<file path="src/rtl/shape_metric_div_if.sv">
// rtl/shape_metric_div_if.sv - request/result bundle for the blob shape-metric divider
//
// Purpose: groups the request handshake (blob operands, mode, tag) and the
// result handshake (score, tag, flags) of shape_metric_div.
// Signals:
//   area_in, perimeter_in, bbox_w_in, bbox_h_in  blob operands (AW bits)
//   mode_in       0 = circularity, 1 = extent
//   tag_in        blob identifier carried to tag_out
//   in_valid_in / in_ready_out    request handshake
//   score_out, tag_out, err_out, sat_out          result payload
//   out_valid_out / out_ready_in  result handshake
//   busy_out      unit is not idle
// master: request producer / result consumer. slave: the divider.
interface shape_metric_div_if #(
  parameter int AW    = 17,
  parameter int OUT_W = 8,
  parameter int TAG_W = 4
);
  logic [AW-1:0]    area_in;
  logic [AW-1:0]    perimeter_in;
  logic [AW-1:0]    bbox_w_in;
  logic [AW-1:0]    bbox_h_in;
  logic             mode_in;
  logic [TAG_W-1:0] tag_in;
  logic             in_valid_in;
  logic             in_ready_out;
  logic [OUT_W-1:0] score_out;
  logic [TAG_W-1:0] tag_out;
  logic             err_out;
  logic             sat_out;
  logic             out_valid_out;
  logic             out_ready_in;
  logic             busy_out;

  modport master (
    output area_in, perimeter_in, bbox_w_in, bbox_h_in, mode_in, tag_in,
    output in_valid_in, out_ready_in,
    input  in_ready_out, score_out, tag_out, err_out, sat_out,
    input  out_valid_out, busy_out
  );

  modport slave (
    input  area_in, perimeter_in, bbox_w_in, bbox_h_in, mode_in, tag_in,
    input  in_valid_in, out_ready_in,
    output in_ready_out, score_out, tag_out, err_out, sat_out,
    output out_valid_out, busy_out
  );
endinterface

</file>
<file path="src/rtl/shape_metric_div.sv">
// rtl/shape_metric_div.sv - blob circularity/extent score via radix-2 restoring divider
//
// Purpose: takes one blob's area, perimeter and bounding box, forms
//   mode 0 (circularity): N = 1256*area, D = perimeter^2
//   mode 1 (extent):      N = 100*area,  D = bbox_w*bbox_h
// and returns floor(N/D) clamped to 2**OUT_W-1, with divide-by-zero and
// saturation flags and the request tag.
// Ports:
//   clk_in    clock, rising edge
//   rst_n_in  synchronous active-low reset
//   bus       shape_metric_div_if.slave (request and result handshakes)
module shape_metric_div #(
  parameter int WIDTH  = 180,
  parameter int HEIGHT = 320,
  parameter int AW     = $clog2(WIDTH*HEIGHT)+1,
  parameter int OUT_W  = 8,
  parameter int TAG_W  = 4
) (
  input  logic              clk_in,
  input  logic              rst_n_in,
  shape_metric_div_if.slave bus
);

  localparam int NUM_W   = AW + 11;
  localparam int DW      = 2 * AW;
  localparam int CW      = $clog2(NUM_W);
  localparam int SAT_MAX = (2 ** OUT_W) - 1;

  typedef enum logic [1:0] {IDLE, LOAD, DIV, DONE} state_t;

  state_t state, state_next;

  logic [AW-1:0]    area_r, perim_r, bw_r, bh_r;
  logic             mode_r;
  logic [TAG_W-1:0] tag_r;
  logic [NUM_W-1:0] num_r;     // numerator, shifted out MSB first
  logic [DW-1:0]    den_r;
  logic [DW-1:0]    rem_r;     // always < den_r between steps
  logic [NUM_W-2:0] quo_r;     // quotient bits collected so far
  logic [CW-1:0]    cnt_r;
  logic [OUT_W-1:0] score_r;
  logic             err_r, sat_r;

  logic [NUM_W-1:0] n_calc;
  logic [DW-1:0]    d_calc;
  logic [DW:0]      rem_shift;
  logic             rem_ge;
  logic [DW-1:0]    rem_next;
  logic [NUM_W-1:0] quo_next;
  logic             last_bit;

  // Operand products are formed at full width so nothing is truncated.
  always_comb begin
    n_calc = '0;
    d_calc = '0;
    if (mode_r) begin
      n_calc = NUM_W'(area_r) * NUM_W'(100);
      d_calc = DW'(bw_r) * DW'(bh_r);
    end else begin
      n_calc = NUM_W'(area_r) * NUM_W'(1256);
      d_calc = DW'(perim_r) * DW'(perim_r);
    end
  end

  // One restoring step. The shifted remainder needs one extra bit; after a
  // subtraction the result is below den_r, so DW bits hold it exactly.
  always_comb begin
    rem_shift = {rem_r, num_r[NUM_W-1]};
    rem_ge    = (rem_shift >= {1'b0, den_r});
    rem_next  = rem_ge ? (rem_shift[DW-1:0] - den_r) : rem_shift[DW-1:0];
    quo_next  = {quo_r, rem_ge};
    last_bit  = (cnt_r == CW'(NUM_W-1));
  end

  always_ff @(posedge clk_in) begin
    if (!rst_n_in) state <= IDLE;
    else           state <= state_next;
  end

  always_comb begin
    state_next = state;
    case (state)
      IDLE: if (bus.in_valid_in) state_next = LOAD;
      LOAD: state_next = (d_calc == '0) ? DONE : DIV;
      DIV:  if (last_bit) state_next = DONE;
      DONE: if (bus.out_ready_in) state_next = IDLE;
      default: state_next = IDLE;
    endcase
  end

  always_ff @(posedge clk_in) begin
    if (!rst_n_in) begin
      area_r  <= '0;
      perim_r <= '0;
      bw_r    <= '0;
      bh_r    <= '0;
      mode_r  <= 1'b0;
      tag_r   <= '0;
      num_r   <= '0;
      den_r   <= '0;
      rem_r   <= '0;
      quo_r   <= '0;
      cnt_r   <= '0;
      score_r <= '0;
      err_r   <= 1'b0;
      sat_r   <= 1'b0;
    end else begin
      case (state)
        IDLE: begin
          if (bus.in_valid_in) begin
            area_r  <= bus.area_in;
            perim_r <= bus.perimeter_in;
            bw_r    <= bus.bbox_w_in;
            bh_r    <= bus.bbox_h_in;
            mode_r  <= bus.mode_in;
            tag_r   <= bus.tag_in;
          end
        end
        LOAD: begin
          num_r <= n_calc;
          den_r <= d_calc;
          rem_r <= '0;
          quo_r <= '0;
          cnt_r <= '0;
          if (d_calc == '0) begin
            score_r <= '0;
            err_r   <= 1'b1;
            sat_r   <= 1'b0;
          end
        end
        DIV: begin
          num_r <= num_r << 1;
          rem_r <= rem_next;
          quo_r <= quo_next[NUM_W-2:0];
          cnt_r <= cnt_r + CW'(1);
          if (last_bit) begin
            err_r <= 1'b0;
            if (quo_next > NUM_W'(SAT_MAX)) begin
              score_r <= OUT_W'(SAT_MAX);
              sat_r   <= 1'b1;
            end else begin
              score_r <= quo_next[OUT_W-1:0];
              sat_r   <= 1'b0;
            end
          end
        end
        DONE: begin
          // Payload only changes once the result has been taken.
          if (bus.out_ready_in) begin
            score_r <= '0;
            err_r   <= 1'b0;
            sat_r   <= 1'b0;
          end
        end
        default: ;
      endcase
    end
  end

  assign bus.in_ready_out  = (state == IDLE);
  assign bus.busy_out      = (state != IDLE);
  assign bus.out_valid_out = (state == DONE);
  assign bus.score_out     = score_r;
  assign bus.tag_out       = tag_r;
  assign bus.err_out       = err_r;
  assign bus.sat_out       = sat_r;

endmodule
</file>
<file path="src/flat_wrapper.sv">
// flat-port wrapper written by rule: the top's interface ports become plain ports
module shape_metric_div_flat 
#(
  parameter int WIDTH  = 180,
  parameter int HEIGHT = 320,
  parameter int AW     = $clog2(WIDTH*HEIGHT)+1,
  parameter int OUT_W  = 8,
  parameter int TAG_W  = 4
)
  (clk_in, rst_n_in, bus_area_in, bus_perimeter_in, bus_bbox_w_in, bus_bbox_h_in, bus_mode_in, bus_tag_in, bus_in_valid_in, bus_out_ready_in, bus_in_ready_out, bus_score_out, bus_tag_out, bus_err_out, bus_sat_out, bus_out_valid_out, bus_busy_out);
  shape_metric_div_if #(.AW(AW), .OUT_W(OUT_W), .TAG_W(TAG_W)) bus_i ();
  input  logic clk_in;
  input  logic rst_n_in;
  input wire logic [$bits(bus_i.area_in)-1:0] bus_area_in;
  input wire logic [$bits(bus_i.perimeter_in)-1:0] bus_perimeter_in;
  input wire logic [$bits(bus_i.bbox_w_in)-1:0] bus_bbox_w_in;
  input wire logic [$bits(bus_i.bbox_h_in)-1:0] bus_bbox_h_in;
  input wire logic [$bits(bus_i.mode_in)-1:0] bus_mode_in;
  input wire logic [$bits(bus_i.tag_in)-1:0] bus_tag_in;
  input wire logic [$bits(bus_i.in_valid_in)-1:0] bus_in_valid_in;
  input wire logic [$bits(bus_i.out_ready_in)-1:0] bus_out_ready_in;
  output wire logic [$bits(bus_i.in_ready_out)-1:0] bus_in_ready_out;
  output wire logic [$bits(bus_i.score_out)-1:0] bus_score_out;
  output wire logic [$bits(bus_i.tag_out)-1:0] bus_tag_out;
  output wire logic [$bits(bus_i.err_out)-1:0] bus_err_out;
  output wire logic [$bits(bus_i.sat_out)-1:0] bus_sat_out;
  output wire logic [$bits(bus_i.out_valid_out)-1:0] bus_out_valid_out;
  output wire logic [$bits(bus_i.busy_out)-1:0] bus_busy_out;
  assign bus_i.area_in = bus_area_in;
  assign bus_i.perimeter_in = bus_perimeter_in;
  assign bus_i.bbox_w_in = bus_bbox_w_in;
  assign bus_i.bbox_h_in = bus_bbox_h_in;
  assign bus_i.mode_in = bus_mode_in;
  assign bus_i.tag_in = bus_tag_in;
  assign bus_i.in_valid_in = bus_in_valid_in;
  assign bus_i.out_ready_in = bus_out_ready_in;
  assign bus_in_ready_out = bus_i.in_ready_out;
  assign bus_score_out = bus_i.score_out;
  assign bus_tag_out = bus_i.tag_out;
  assign bus_err_out = bus_i.err_out;
  assign bus_sat_out = bus_i.sat_out;
  assign bus_out_valid_out = bus_i.out_valid_out;
  assign bus_busy_out = bus_i.busy_out;
  shape_metric_div #(.WIDTH(WIDTH), .HEIGHT(HEIGHT), .AW(AW), .OUT_W(OUT_W), .TAG_W(TAG_W)) u_core (.clk_in(clk_in), .rst_n_in(rst_n_in), .bus(bus_i));
endmodule
</file>
<file path="config.mk">
export PLATFORM = sky130hd
export DESIGN_NAME = shape_metric_div_flat
export DESIGN_NICKNAME = d
export VERILOG_FILES = /design/src/rtl/shape_metric_div_if.sv /design/src/rtl/shape_metric_div.sv /design/src/flat_wrapper.sv
export SDC_FILE = /design/constraint.sdc
export NUM_CORES = 2
export LEC_CHECK = 0
export ABC_AREA = 1
export CAP_MARGIN = 20
export CORE_MARGIN = 2
export CORE_UTILIZATION = 65
export CTS_BUF_LIST = sky130_fd_sc_hd__clkbuf_8
export DETAILED_ROUTE_END_ITERATION = 6
export GPL_TIMING_DRIVEN = 0
export PLACE_DENSITY = 0.88
export RECOVER_POWER = 50
export SYNTH_ARGS = -nofsm -noshare
export SYNTH_HDL_FRONTEND = slang
export SYNTH_SLANG_ARGS = --single-unit
</file>
<file path="constraint.sdc">
create_clock -name clk_in -period 8.9 [get_ports clk_in]
set_input_delay 2.67 -clock clk_in [delete_from_list [all_inputs] [get_ports clk_in]]
set_output_delay 2.67 -clock clk_in [all_outputs]
set_load 0.005 [all_outputs]
</file>
After elaboration in Yosys (flattened, before gate mapping)
Index checks and enable logic that the tools add are counted.

Register bits after elaboration: 213. Output and inout port bits: 17. Logic and storage cells: 64.

$add $sub $neg: 2. Multiply operators: 4. Magnitude comparators: 2. Eq/ne operators: 8. Muxes and demuxes: 25. Reductions and logical operators: 8.

Operators with widths (number): $mul 17x17->34 (2); $mux 34 (2); $pmux 34 s2 (1); $pmux 28 s2 (1); $pmux 27 s2 (1); $ge 35x34->1 (1); $logic_not 34->1 (1); $sub 34x34->34 (1); $mux 8 (4); $gt 28x8->1 const B (1); $mux 28 (1); $mul 17x8->25 const B (1); $pmux 8 s3 (1); $mul 17x5->22 const B (1); $pmux 5 s2 (1); $pmux 2 s4 (1); $mux 1 (7); $mux 2 (3); $pmux 1 s3 (2); $add 5x1->5 const B (1); $eq 5x5->1 const B (1); $eq 2x2->1 const B (2); $ne 2x1->1 const B (2); $ne 2x2->1 const B (2); 7 further kinds (8).

Depth between registers and ports, before layout
Word-level depth: 5. Gate-level depth with buffers: 38. Depth with buffers taken out: 35.

Worst setup path after synthesis
Ideal clock, no wire load.

Kind: register to register. Start: register u_core.perim_r[10]. End: register u_core.score_r[1] (netlist: u_core.bus.score_out[1]). Library setup time: 0.113 ns. Arrival time: 6.016 ns. Required time: 8.787 ns. Slack: 2.771 ns. Cell stages (with the launch flop): 33. Path buffers: 3. Period minus slack after synthesis: 6.129 ns. Path through: dfxtp_1 -> clkbuf_1 -> buf_1 -> nand2_1 -> fa_1 -> fa_1 -> fa_1 -> inv_1 -> fa_1 -> inv_1 -> fa_1 -> fa_1 -> inv_1 -> ha_1 -> nand2_1 -> inv_2 -> nand2_1 -> inv_1 -> a21oi_1 -> nand2_2 -> nand2_1 -> nand3_1 -> nand2_1 -> nand2_1 -> nor2_1 -> nand2_1 -> nor2_2 -> nand4_2 -> nand2_4 -> nand2_4 -> buf_6 -> nor2_1 -> nor2_1.

Word-level cells in the longest chain between the ends: 5.

Ends and longest elaborated chain: start, declared (RTL line shape_metric_div.sv:33) `logic [AW-1:0] area_r, perim_r, bw_r, bh_r;`; start signal, assigned (RTL line shape_metric_div.sv:112) `perim_r <= bus.perimeter_in;`; $mul 17x17->34 (RTL line shape_metric_div.sv:61) `d_calc = DW'(perim_r) * DW'(perim_r);`; $mux 34 (RTL line shape_metric_div.sv:56) `if (mode_r) begin`; $logic_not 34->1 (RTL line shape_metric_div.sv:125) `if (d_calc == '0) begin`; $ne 2x1->1 (no line); $reduce_and 4->1 (no line); end signal, assigned (RTL line shape_metric_div.sv:139) `score_r <= OUT_W'(SAT_MAX);`; end signal, assigned (RTL line shape_metric_div.sv:142) `score_r <= quo_next[OUT_W-1:0];`; end, declared (RTL line shape_metric_div.sv:41) `logic [OUT_W-1:0] score_r;`.

Every way passes these cells. A chain may end at the register's enable or synchronous reset.

Worst setup path after layout
Start: register u_core.perim_r[12]. End: register u_core.score_r[4] (netlist: u_core.bus.score_out[4]).

The elaborated chain is that of the path after synthesis.

==> impl_results.md <==
* Initial antenna violation count at 2
* Worst slack, placed at 1400 ps
* Arrival time worst endpoint at 8240 ps
* Family with the most delay on the worst path: adder cells
* Mapped cell area at 34000 um^2
* Routed wire length at 94700 um
* Worst VDD drop at approximately 0.00024 V
* WP depth at 30
* Ranking of synthesized cells by area: fa_1 (28%), ha_1 (14%), nand2_1 (13%)
* Worst-Margin Slew at 1150 ps
* First-pass GRT wire length at 155000 um
* Commonest cells in the netlist: nand2_1 (1183), inv_1 (1122), fa_1 (473)
* CP max-delay cell: clkbuf_1
* Final instance area at 36600 um^2
* Flop and latch count out of synthesis at 211
* Final Hold Viols at 0
* Min-Delay Path Class: reg2reg
* Vias at 30900
* DP Cell Count at 5528
* RSZ-0062 raised after global routing: false
* Root Driver: clkbuf_8
* Setup slack, reg-to-reg at 1160 ps
* Top-count cell post-synth: nand2_1
* DP Area at roughly 36000 um^2
* Final antenna-violating net count at 0
* Routability Congestion at 0.996
* Yosys cell types at 49
* Port Buf Inserts at ~90
* Fin crit share at 0.870
* Drt first pass iters at 6
* Status: finished clean
* WL/cell at 16.9 um
* Startpoint types: flip-flop
* Skew-Pair Late Insertion Delay at 650 ps
* Skew final at 55.5 ps
* Setup TNS at 0 ps
* Share of the synthesized area in the top cell type at 0.279
* Synth warn at 0
* Setup WS post-layout at about 1200 ps
* Hold Path Cell Cnt at 2
* Largest net degree at the start of global routing at 11
* Final setup viols at 0
* Cells after synthesis at 4756
* Final Instance Count excl. Fillers at 5597
* Final Core Density at 0.710
* Post-synthesis sequential area ratio at 0.124
* Critical R2R Launch: u_core.perim_r[12]
* Grt ovf at 0
* CP Buf/Inv Count at 7
* H-tree levels at 2
* Fin crit period at 7740 ps
* Via/cell ratio at 5.53
* Final hold slack at 465 ps
* Cell taking the most area after synthesis: fa_1
* Nets at about 5800
* Slew margin rel. at 0.235
* Required time worst endpoint at 9400 ps
* Number of CTS-inserted buffers at 39
* Die Y at 233 um
* Die width at 233 um
* EDFF count, synth at 0
* Leakage at 19.3 nW
* Die ar. at 54100 um^2
* DP HPWL at 77600 um
* Mapped Nets at 5673
* Power Density at 322 nW/um^2
* Post-CTS Setup Repair Bufs at 0
* Pwr Total at 11.8 mW
* Crit end category: flip-flop
* TritonCTS clock tree: built
* Highest Clock Rate at roughly 130 MHz
* Worst reg2reg path depth at 30
* CTS Hold Buffers Added at 0
* Critical path's largest stage delay at just over 600 ps
* CP max FO at 10
* DRC at 0
* Area grow syn2layout at 7.69%
* CTS max path bufs at 3
* GRT Overall Usage at 0.364
* DR iter-0 viols at between 2000 and 3000
* Mapped Avg Cell Area at 7.14 um^2
* Io pins at 94
* Multi-input gate area at 24700 um^2
* Hold Crit Endpoint: u_core.num_r[22]
* Ys flop type: dfxtp_1
* Worst R2R End: u_core.bus.score_out[4]
* Max-slew violations at 0
* Clock Sinks at 211
* Ratio of cells with drive above 1 in the final layout at 0.0271
* Max-cap viol count at 0
* Worst hold start: u_core.num_r[22]
* Clk slew on worst S/H paths at 60 ps
* Vias in the first global route at 31400
* Seq. cell area at 4220 um^2
* Core footprint at about 50000 um^2
* Initial Utilization at 0.660
* Post-synthesis async set-or-reset flop share at 0
* Fill cells at approximately 4100
* Cts repair resizes at 0
* Crit Path Category: reg2reg
* Row count at 83
[worst max path at each step]
| stage | startpoint | end | slack (ps) |
|---|---|---|---|
| floorplan | u_core.perim_r[10] | u_core.bus.score_out[1] | 2770 |
| global placement | u_core.perim_r[10] | u_core.bus.score_out[1] | 1480 |
| detailed placement | u_core.perim_r[10] | u_core.bus.score_out[1] | 1400 |
| global route | u_core.perim_r[3] | u_core.bus.score_out[4] | 770 |
| finish | u_core.perim_r[12] | u_core.bus.score_out[4] | 1160 |
| CTS | u_core.perim_r[10] | u_core.bus.score_out[4] | 1340 |
[report_power, final]
group	total, mW	internal [mW]	leakage, nW	switching [mW]
logic	9.38	3.19	17.1	6.19
clock network	1.06	0.578	0.451	0.486
registers	1.34	1.16	1.73	0.172
total	11.8	4.94	19.3	6.85
[worst reg2reg max path: cells and delay by family (launching register included)]
kind | cells | cell delay (ps)
AO/OA/AOI/OAI | 1 | 290
buffers and inverters | 7 | 1490
flip-flops | 1 | 350
AND/OR/NAND/NOR | 15 | 2070
adder cells (fa/ha/maj) | 7 | 3420
[cell usage in the layout, fill, tap and decap left out, drive strengths merged, types with 3 or more instances in the layout]
master / synthesis / final
clkinv: 2 / 7
o21bai: 9 / 9
dfxtp: 211 / 211
xor2: 25 / 25
and3: 3 / 3
clkbuf: 160 / 210
o21ai: 204 / 204
nor2: 289 / 289
a31oi: 20 / 20
ha: 367 / 367
nor4: 9 / 9
o21a: 7 / 7
a21o: 11 / 11
nand3: 173 / 173
a211oi: 3 / 3
buf: 29 / 27
clkinvlp: 0 / 3
o2111ai: 3 / 3
a21oi: 285 / 285
o211ai: 30 / 30
or2: 4 / 4
nor3: 25 / 25
nand2: 1202 / 1202
clkdlybuf4s50: 0 / 77
nor3b: 3 / 3
a221oi: 4 / 4
nand4: 27 / 27
inv: 1135 / 1143
dlygate4sd3: 0 / 15
o22ai: 3 / 3
bufinv: 0 / 3
a21boi: 6 / 6
xnor2: 24 / 24
fa: 473 / 473
nand3b: 5 / 5
[layout make-up]
cell class	instances	area share
clock inverters	19	0.00489
inverters	1137	0.117
flip-flops and latches	211	0.115
repair buffers	92	0.0252
multi-input cells	3219	0.676
plain buffers	189	0.0201
well taps	680	0.0233
clock buffers	48	0.0181
diodes	2	0.000137
[flip-flops by register name, indices dropped and copies added, names as in the netlist]
name	cells
u_core.area_r	17
u_core.bh_r	17
u_core.bus.err_out	1
u_core.bus.sat_out	1
u_core.bus.score_out	8
u_core.bus.tag_out	4
u_core.bw_r	17
u_core.cnt_r	5
u_core.den_r	34
u_core.mode_r	1
u_core.num_r	26
u_core.perim_r	17
u_core.quo_r	27
u_core.rem_r	34
u_core.state	2
[per-layer routing]
layer,up-vias,part of all wire,GRT usage
li1,14600,-,-
met1,14600,0.39,0.446
met2,1374,0.46,0.598
met3,354,0.088,0.0749
met4,0,0.062,0.208
met5,-,0,0
[kinds of logic after synthesis]
| family | after synthesis | share of synthesized area |
|---|---|---|
| AND/OR/NAND/NOR | 1742 | 0.208 |
| buffers and inverters | 1326 | 0.147 |
| adder cells (fa/ha/maj) | 840 | 0.414 |
| AO/OA/AOI/OAI | 588 | 0.0937 |
| flip-flops | 211 | 0.124 |
| XOR/XNOR | 49 | 0.0126 |
Note: power is estimated with default switching activity, not from simulation.
